[src/rtl/bin_to_bcd_seq.sv]
// Sequential shift-and-add-3 binary-to-BCD converter. It converts one input bit per clock.
// A conversion starts on a start request, or in AUTO mode whenever the input differs from the last converted value.
module bin_to_bcd_seq #(
   parameter int BIT_WIDTH = 8,
   parameter int DIGITS    = 3,
   parameter bit AUTO      = 1'b0
) (
   input  logic                  clk,
   input  logic                  rst,
   input  logic [BIT_WIDTH-1:0]  in,
   input  logic                  start,
   output logic [4*DIGITS-1:0]   out_bcd,
   output logic                  busy,
   output logic                  done
);

   localparam int BCD_W = 4 * DIGITS;
   localparam int CNT_W = $clog2(BIT_WIDTH + 1);

   localparam logic [0:0] IDLE = 1'b0;
   localparam logic [0:0] CONV = 1'b1;

   // True when DIGITS decimal digits can hold the largest BIT_WIDTH-bit value.
   function automatic bit digits_fit(input int bw, input int nd);
      longint unsigned max_in;
      longint unsigned pow10;
      if (bw < 1 || bw > 63 || nd < 1) return 1'b0;
      max_in = (64'd1 << bw) - 64'd1;
      pow10  = 64'd1;
      for (int i = 0; i < nd; i++) begin
         pow10 = pow10 * 64'd10;
         if (pow10 > max_in) return 1'b1;
      end
      return 1'b0;
   endfunction

   generate
      if (!digits_fit(BIT_WIDTH, DIGITS)) begin : g_bad_digits
         $error("bin_to_bcd_seq: DIGITS=%0d too small for BIT_WIDTH=%0d", DIGITS, BIT_WIDTH);
      end
   endgenerate

   logic [0:0]           r_state;
   logic [BIT_WIDTH-1:0] r_shift;
   logic [BIT_WIDTH-1:0] r_last;
   logic [BCD_W-1:0]     r_scratch;
   logic [CNT_W-1:0]     r_cnt;
   logic [BCD_W-1:0]     r_out;
   logic                 r_busy;
   logic                 r_done;

   logic [BCD_W-1:0]     w_adj;
   logic [BCD_W-1:0]     w_next_scratch;
   logic                 w_trigger;
   logic                 w_last_shift;

   always_comb begin
      // NOTE: defaulting every always_comb output first keeps partial assignments from inferring latches.
      w_adj = r_scratch;
      for (int d = 0; d < DIGITS; d++) begin
         if (r_scratch[4*d +: 4] >= 4'd5) begin
            w_adj[4*d +: 4] = r_scratch[4*d +: 4] + 4'd3;
         end
      end
   end

   assign w_next_scratch = {w_adj[BCD_W-2:0], r_shift[BIT_WIDTH-1]};
   assign w_trigger      = start | (AUTO & (in != r_last));
   assign w_last_shift   = (r_cnt == CNT_W'(BIT_WIDTH - 1));

   // NOTE: sequential state uses non-blocking assignments so every register samples pre-edge values.
   always_ff @(posedge clk) begin
      if (rst) begin
         r_state   <= IDLE;
         r_shift   <= '0;
         r_last    <= '0;
         r_scratch <= '0;
         r_cnt     <= '0;
         r_out     <= '0;
         r_busy    <= 1'b0;
         r_done    <= 1'b0;
      end else begin
         r_done <= 1'b0;
         case (r_state)
            IDLE: begin
               if (w_trigger) begin
                  r_state   <= CONV;
                  r_busy    <= 1'b1;
                  r_shift   <= in;
                  r_last    <= in;
                  r_scratch <= '0;
                  r_cnt     <= '0;
               end
            end
            CONV: begin
               r_scratch <= w_next_scratch;
               r_shift   <= r_shift << 1;
               r_cnt     <= r_cnt + CNT_W'(1);
               if (w_last_shift) begin
                  r_out   <= w_next_scratch;
                  r_done  <= 1'b1;
                  r_busy  <= 1'b0;
                  r_state <= IDLE;
               end
            end
            default: r_state <= IDLE;
         endcase
      end
   end

   assign out_bcd = r_out;
   assign busy    = r_busy;
   assign done    = r_done;

endmodule
[config.mk]
export PLATFORM = sky130hd
export DESIGN_NAME = bin_to_bcd_seq
export DESIGN_NICKNAME = d
export VERILOG_FILES = /design/src/rtl/bin_to_bcd_seq.sv
export SDC_FILE = /design/constraint.sdc
export NUM_CORES = 1
export LEC_CHECK = 0
export ABC_AREA = 1
export CORE_ASPECT_RATIO = 1.1
export CORE_MARGIN = 2
export CORE_UTILIZATION = 57
export DETAILED_ROUTE_END_ITERATION = 16
export PLACE_DENSITY = 0.83
export SLEW_MARGIN = 25
export SYNTH_ARGS = -nofsm -noshare
export SYNTH_HDL_FRONTEND = slang
export SYNTH_SLANG_ARGS = --single-unit
[constraint.sdc]
create_clock -name clk -period 3.5 [get_ports clk]
set_input_delay 0.35 -clock clk [delete_from_list [all_inputs] [get_ports clk]]
set_output_delay 0.35 -clock clk [all_outputs]
set_load 0.005 [all_outputs]
== After elaboration in Yosys (flattened, before gate mapping) ==
Index checks and enable logic that the tools add are counted.
Widths: inputs -> output; s select.
Storage, ports and cells
  input bits: 11
  word-level logic and storage cells: 37
  output and inout bits: 14
  bits in registers: 39
Operators by class
  bitwise logic cells: 1
  $lt $le $gt $ge: 3
  eq/ne operators: 3
  reductions and logical operators: 3
  add/sub/neg operators: 4
  multiplexer cells: 16
Operator list (count)
  $pmux 12 s2: 1
  $pmux 8 s2: 1
  $ge 4x3->1 const B: 3
  $mux 12: 1
  $mux 4: 3
  $add 4x2->4 const B: 2
  $mux 8: 1
  $pmux 4 s2: 1
  $mux 1: 5
  $add 4x1->4 const B: 1
  $eq 4x3->1 const B: 1
  $pmux 1 s2: 2
  $reduce_and 2->1: 2
  $add 3x2->3 const B: 1
  $mux 3: 1
  $ne 2x1->1 const B: 1
  $ne 2x2->1 const B: 1
  $reduce_or 2->1: 1
  $not 1->1: 1

== Logic depth before layout (Yosys ltp) ==
Gate-level depths: netlist (run 1).
  depth after elaboration: 3
  gate-level depth with buffers: 8
  mapped depth without buffers: 8

== Worst setup path before layout (run 1) ==
Ideal clock, no wire load.
  path type: register to register
  start: register r_scratch[4]
  end: register r_scratch[5]
  data arrival time: 1.066 ns
  slack: 2.301 ns
  stages on the path, launching flop included: 9
  buffers on the path: 0
  data required time: 3.368 ns
  library setup time: 0.132 ns
  cell sequence: dfxtp_1 inv_1 ha_1 inv_1 nand2_1 nand3_1 nand2_1 nand3_1 a21oi_1
Between the ends
  word-level cells in the longest chain between the ends: 3
  elaborated cells on any way between the ends: 4
Ends and longest elaborated chain
  start, declared: RTL line 46  | logic [BCD_W-1:0] r_scratch;
  start signal, assigned: RTL line 96  | r_scratch <= w_next_scratch;
  $add 4x2->4 or $ge 4x3->1 (tied branches): RTL line 62, 61
  $mux 4 (*): RTL line 61  | if (r_scratch[4*d +: 4] >= 4'd5) begin
  $pmux 12 s2 (*): RTL line 84  | case (r_state)
Mark *: on every way between the ends. The rest lies on a longest branch, timed or not.
A chain may end at the register's enable or synchronous reset.

== Final worst setup path (run 1) ==
  start: register r_state
  end: register r_shift[7]
Between the ends
  word-level cells in the longest chain between the ends: 2
  elaborated cells on any way between the ends: 3
Ends and longest elaborated chain
  start, declared: RTL line 43  | logic [0:0] r_state;
  start signal, assigned: RTL line 74  | r_state <= IDLE;
  start signal, assigned: RTL line 87  | r_state <= CONV;
  start signal, assigned: RTL line 103  | r_state <= IDLE;
  $not 1->1 (no source line)
  $pmux 8 s2 or $ne 2x2->1 (tied branches)
  end signal, assigned: RTL line 89  | r_shift <= in;
  end signal, assigned: RTL line 97  | r_shift <= r_shift << 1;
  end, declared: RTL line 44  | logic [BIT_WIDTH-1:0] r_shift;
Parallel ways exist; a longest one is shown, timed or not.

==> metrics, run 1 <==
status complete, no violations; CTS Buf Count 5; CP Max Fanout 25; Area contributors post-synth dfxtp_1 44%, nand2_1 17%, nand3_1 8.1%, inv_1 5.7%, a21oi_1 5.6%; Sw Ratio 23.78%; antenna violations before repair 0; worst hold path class reg2reg; synthesized instance count 247; number of port buffers 24; switching power 170.4 uW; HPWL Detailed 2298 um; core area 3022 sq um; crit share post-route 55.04%; most frequent cells after synthesis 80 x nand2_1, 39 x dfxtp_1, 29 x nand3_1; largest net degree at the start of global routing 26; nets 285; WP buf/inv 2; fillers 284; CP delay by family, top simple AND/OR/NAND/NOR gates; layout cell share with drive strength beyond 1 4.511%; Clk Latency, worst-skew pair 0.34 ns; CTS clk-pin slew, worst paths 0.10 ns; placed cell count 294; fin. max-slew vios 0; Final Setup Violations 0; Synth Warn # 0; Top FF cell, synth dfxtp_1; most frequent cell after synthesis nand2_1; Die ar. 3597 sq um; pwr dens 350.5 nW/um^2; top-area cell type share of the netlist area 43.73%; count of hold-fix buffers inserted at cts 0; Die Height 62.70 um; CTS root buf clkbuf_4; Post-DP Area 2003 sq um; final cell count without fillers 300; maxcap violations 0; Routed Antenna Nets 0; CTS sink cnt 39; relative slew slack 39.45%; Pleak 0.9113 nW; synth unique cells 21; P_int 546.2 uW; final core utilization 67.66%; I/O Pins 25; CP cell instances nor2_2, inv_1, nor2_1, o21ai_0, inv_1; WL/cell 10.90 um; setup bufs post-CTS 0; gr usage total 20.26%; DRT iter0 DRCs 46; P&R area growth vs syn 14.51%; Worst Skew 0.007664 ns; Comb pwr share 7.0%; number of synthesized flops with an enable pin 0; RSZ-0062 raised after global routing false; Rows 21; via count 1,563; sequential-to-total area share from yosys stat 43.73%; setup_tns 0 ns; final hold viol count 0; Syn Std Cell Area 1785 sq um; post-synthesis area per instance 7.229 sq um; f_max 519.1 MHz; GR Overflow Total 0; #FFs+latches synth 39; Yosys top cell by area dfxtp_1; crit path time final 1.926 ns; Worst EP required 3.78 ns; multi-input logic area 830.8 sq um; Flop pwr share 64.7%; Die Width 57.37 um; vias per cell 5.210; critical path class reg2reg; worst-margin pin slew 0.9070 ns; CP max-delay cell nor2_2; CTS tree built; register area 780.7 sq um; detailed-router iteration count before antenna repair 4; H-tree depth 2; Critical Path AT 2.21 ns; Initial Util 59.09%; routability cong. 0.7960; # DRC 0; Setup crit end kind register; Crit path largest cell delay 0.79 ns; first-pass GRT wire length 5768 um; drt total wl 3269 um; PostCTS Resize Cnt 0; Clk pwr share 28.3%; Async SR Flop Fraction 0%; Syn Nets 265; critical path launch point type register; CTS Buffer Depth 2; Ant. Diodes 0; CP most frequent cell inv_1; number of global-route vias before repair 1,404; Peak supply drop 0.3050 mV; post-route cell area 2044 sq um
## stage by stage
step | setup slack, ns | total power, mW | hold slack [ns]
3_3_place_gp | 1.390 | 0.5229 | 0.4368
5_1_grt | 1.354 | 0.7497 | 0.4758
2_1_floorplan | 2.301 | 0.5062 | 0.4363
3_5_place_dp | 1.364 | 0.5243 | 0.4382
6_report | 1.574 | 0.7166 | 0.4534
4_1_cts | 1.556 | 0.7249 | 0.4578
## placed cells by master, fill, tap and decap left out
master           netlist  final
nand2_1               80     80
dfxtp_1               39     39
nand3_1               29     29
inv_1                 27     27
clkdlybuf4s50_1        0     24
a21oi_1               20     20
o21ai_0                9      9
nand4_1                7      7
ha_1                   7      7
nor2_1                 5      5
clkbuf_4               0      5
a22oi_1                3      3
inv_2                  2      2
nor2_2                 2      2
mux2i_1                2      2
nand3_2                1      1
nor2_4                 1      1
nand2_2                1      1
o211ai_1               1      1
clkbuf_1               3      1
## power groups by stage
stage / registers (mW) / logic (mW) / clock network (mW)
finish: 0.463 / 0.0501 / 0.203
CTS: 0.464 / 0.0509 / 0.210
global route: 0.465 / 0.0573 / 0.227
detailed placement: 0.474 / 0.0507 / 0
global placement: 0.473 / 0.0495 / 0
floorplan: 0.467 / 0.0397 / 0
## routing by layer
metal / up-vias / share of wire (%) / track usage, %
li1: 839 / - / -
met1: 686 / 46 / 25.10
met2: 33 / 48 / 33.38
met3: 5 / 4.6 / 5.590
met4: 0 / 1.6 / 6.977
met5: - / 0 / 0
## worst paths after layout
check,startpoint,to,slack [ns],cells after the start
worst max-delay path,r_state$_SDFF_PP0_,r_shift[7]$_SDFFE_PP0P_,1.57,5
worst min-delay path,r_shift[7]$_SDFFE_PP0P_,r_scratch[0]$_SDFFE_PP0P_,0.45,2
worst max register to register,r_state$_SDFF_PP0_,r_shift[7]$_SDFFE_PP0P_,1.57,5
worst min register to register,r_shift[7]$_SDFFE_PP0P_,r_scratch[0]$_SDFFE_PP0P_,0.45,2
## area by class of cell
cell class	count	area share, %
multi-input combinational	168	40.64
sequential	39	38.19
timing repair buffer	24	11.75
inverter	29	5.324
tap	34	2.081
clock buffer	6	2.020
## state kept, by name (all words and copies together) (netlist names)
name,cells
r_scratch,12
r_state,1
r_cnt,4
r_shift,8
done,1
busy,1
out_bcd,12
## cell families after synthesis
family / after synthesis / share of synthesized area, %
and+or+nand+nor: 126 / 30.69
buffers and inverters: 40 / 9.741
DFF: 39 / 43.73
AOI/OAI and AO/OA: 33 / 9.811
adders and majority gates: 7 / 4.905
muxes: 2 / 1.121
## worst min-delay path, delay by kind of cell, from the launching register on
| family | cells | cell delay [ns] |
|---|---|---|
| compound gates | 1 | 0.05 |
| simple gates | 1 | 0.05 |
| flops | 1 | 0.32 |
No activity file was read; power rests on OpenSTA's default activity.
==> run 2: changes to the inputs <==
--- a/config.mk
+++ b/config.mk
@@ -8,9 +8,9 @@
 export ABC_AREA = 1
 export CORE_ASPECT_RATIO = 1.1
 export CORE_MARGIN = 2
-export CORE_UTILIZATION = 57
+export CORE_UTILIZATION = 48
 export DETAILED_ROUTE_END_ITERATION = 16
-export PLACE_DENSITY = 0.83
+export PLACE_DENSITY = 0.74
 export SLEW_MARGIN = 25
 export SYNTH_ARGS = -nofsm -noshare
 export SYNTH_HDL_FRONTEND = slang
==> constraint.sdc (replaced) <==
create_clock -name clk -period 1.6 [get_ports clk]
set_input_delay 0.16 -clock clk [delete_from_list [all_inputs] [get_ports clk]]
set_output_delay 0.16 -clock clk [all_outputs]
set_load 0.005 [all_outputs]
==> run 2 against run 1 <==
Flip-flop and latch count is the same; non-clock buffer count grew 7; clock skew shrank 0.0016 ns; register-to-register slack lost 1.4 ns; combinational power grew to 2.7 times the previous value; fmax grew 36%; first-iteration DRC count grew 20%.
==> metrics, run 2 (synthesized netlist as in run 1, its figures left out) <==
crit share post-route 88.70% (was 55.04%); largest net degree at the start of global routing 14 (was 26); core area 3597 sq um (was 3022 sq um); Critical Path AT 1.65 ns (was 2.21 ns); RSZ-0062 raised after global routing false (unchanged); Final Power 1.766 mW (was 716.6 uW); # DRC 0 (unchanged); drt total wl 3445 um (was 3269 um); Comb pwr share 7.6% (was 7.0%); switching power 409.6 uW (was 170.4 uW); antenna violations before repair 0 (unchanged); HPWL Detailed 2581 um (was 2298 um); first-pass GRT wire length 6258 um (was 5768 um); vias per cell 4.929 (was 5.210); Clk pwr share 35.4% (was 28.3%); layout cell share with drive strength beyond 1 7.273% (was 4.511%); relative slew slack 65.89% (was 39.45%); GR Overflow Total 0 (unchanged); via count 1,602 (was 1,563); P_int 1.357 mW (was 546.2 uW); Clk Latency, worst-skew pair 0.29 ns (was 0.34 ns); Final Setup Violations 0 (unchanged); worst hold path class reg2reg (unchanged); CTS sink cnt 39 (unchanged); R2R depth 6 (was 5); final cell count without fillers 325 (was 300); reg2reg setup slack 0.18 ns (was 1.57 ns); Ant. Diodes 0 (unchanged); final hold viol count 0 (unchanged); Worst Skew 0.006049 ns (was 0.007664 ns); maxcap violations 0 (unchanged); routability cong. 0.8044 (was 0.7960); Worst EP required 1.83 ns (was 3.78 ns); commonest cells after routing, fill and taps aside 80 x nand2_1, 39 x dfxtp_1, 29 x nand3_1, 27 x inv_1, 24 x clkdlybuf4s50_1 (unchanged); WHS Path Cells 2 (unchanged); H-tree depth 2 (unchanged); commonest non-fill, non-tap cell in the layout nand2_1 (unchanged); FF-to-FF End r_state$_SDFF_PP0_ (was r_shift[7]$_SDFFE_PP0P_); detailed-router iteration count before antenna repair 4 (unchanged); CTS clk-pin slew, worst paths 0.07 ns (was 0.10 ns); Flop pwr share 57.0% (was 64.7%); Die Width 62.15 um (was 57.37 um); Sw Ratio 23.19% (was 23.78%); WL/cell 10.60 um (was 10.90 um); setup bufs post-CTS 0 (unchanged); setup_tns 0 ns (unchanged); Routed Antenna Nets 0 (unchanged); critical path launch point type register (unchanged); CTS Buf Count 5 (unchanged); pwr dens 818.9 nW/um^2 (was 350.5 nW/um^2); Die Height 67.97 um (was 62.70 um); Initial Util 49.63% (was 59.09%); P&R area growth vs syn 20.81% (was 14.51%); fin. max-slew vios 0 (unchanged); critical hold path startpoint out_bcd[11]$_SDFFE_PP0P_ (was r_shift[7]$_SDFFE_PP0P_); Pleak 0.9638 nW (was 0.9113 nW); Worst Hold Path EP out_bcd[11]$_SDFFE_PP0P_ (was r_scratch[0]$_SDFFE_PP0P_); status complete, no violations (unchanged); Crit path largest cell delay 0.40 ns (was 0.79 ns); placed cell count 317 (was 294); CP Max Fanout 13 (was 25); crit path time final 1.419 ns (was 1.926 ns); worst-margin pin slew 0.5110 ns (was 0.9070 ns); nets 292 (was 285); DRT iter0 DRCs 55 (was 46); Peak supply drop 0.4518 mV (was 0.3050 mV); CTS tree built (unchanged); Setup crit end kind register (unchanged); critical path class reg2reg (unchanged); count of hold-fix buffers inserted at cts 0 (unchanged); number of global-route vias before repair 1,529 (was 1,404); f_max 704.6 MHz (was 519.1 MHz); gr usage total 19.10% (was 20.26%); CP cell instances ha_1, nand3_2, nor2_4, nor2_2, inv_1, nor2_1 (was nor2_2, inv_1, nor2_1, o21ai_0, inv_1); number of port buffers 24 (unchanged); CTS root buf clkbuf_8 (was clkbuf_4); CTS Buffer Depth 2 (unchanged); PostCTS Resize Cnt 0 (unchanged); Die ar. 4224 sq um (was 3597 sq um); Rows 23 (was 21); I/O Pins 25 (unchanged); FF-to-FF Start r_cnt[0]$_SDFFE_PP0P_ (was r_state$_SDFF_PP0_); CP max-delay cell nor2_2 (unchanged)
-- run 2: layer usage --
layer  wire [um]  vias to the layer above  share of wire (%)  track usage, %
met5           0                        -                  0               0
met3         154                        5                4.5           5.428
met4          72                        0                2.1           11.11
li1            -                      856                  -               -
met2        1641                       38                 48           34.65
met1        1577                      703                 46           20.39
-- run 2: layout make-up --
cell class | instances | area (sq um)
Fill cell | 356 | 1440
Multi-Input combinational cell | 168 | 830.8
Sequential cell | 39 | 780.7
Timing Repair Buffer | 31 | 292.8
Inverter | 29 | 108.9
Clock buffer | 7 | 76.32
Tap cell | 50 | 62.56
Clock inverter | 1 | 5.005
-- run 2: stage by stage --
step / utilization, % / hold WS [ns] / setup slack, ns / area [sq um]
finish: 59.97 / 0.4498 / 0.1808 / 2157
global route: 59.97 / 0.4740 / 0.05153 / 2157
CTS: 59.97 / 0.4539 / 0.1405 / 2157
detailed placement: 57.70 / 0.4396 / 0.1236 / 2076
global placement: 57.70 / 0.4374 / 0.2216 / 2076
floorplan: - / 0.3244 / 0.4014 / 1785
-- run 2: power groups by stage --
stage	Clock, mW	Sequential, mW	Combinational (mW)
detailed placement	0	1.03	0.135
floorplan	0	1.02	0.0867
CTS	0.650	1.01	0.136
finish	0.626	1.01	0.134
global route	0.702	1.01	0.151
global placement	0	1.03	0.134
-- run 2: worst max path at each step --
stage	startpoint	to	slack (ns)	cells after the start
6_report	r_cnt[0]$_SDFFE_PP0P_	r_state$_SDFF_PP0_	0.18	6
5_1_grt	r_cnt[0]$_SDFFE_PP0P_	r_state$_SDFF_PP0_	0.05	6
4_1_cts	r_cnt[0]$_SDFFE_PP0P_	r_state$_SDFF_PP0_	0.14	6
3_5_place_dp	rst	r_state$_SDFF_PP0_	0.12	4
3_3_place_gp	rst	busy$_SDFFE_PP0P_	0.22	4
2_1_floorplan	r_scratch[4]$_SDFFE_PP0P_	r_scratch[5]$_SDFFE_PP0P_	0.40	8
-- run 2: worst max-delay path: cells and delay by family (launching register included) --
family                   cells  cell delay [ns]
buffers and inverters        1             0.11
flip-flops                   1             0.34
AND/OR/NAND/NOR              4             0.69
adder cells (fa/ha/maj)      1             0.23
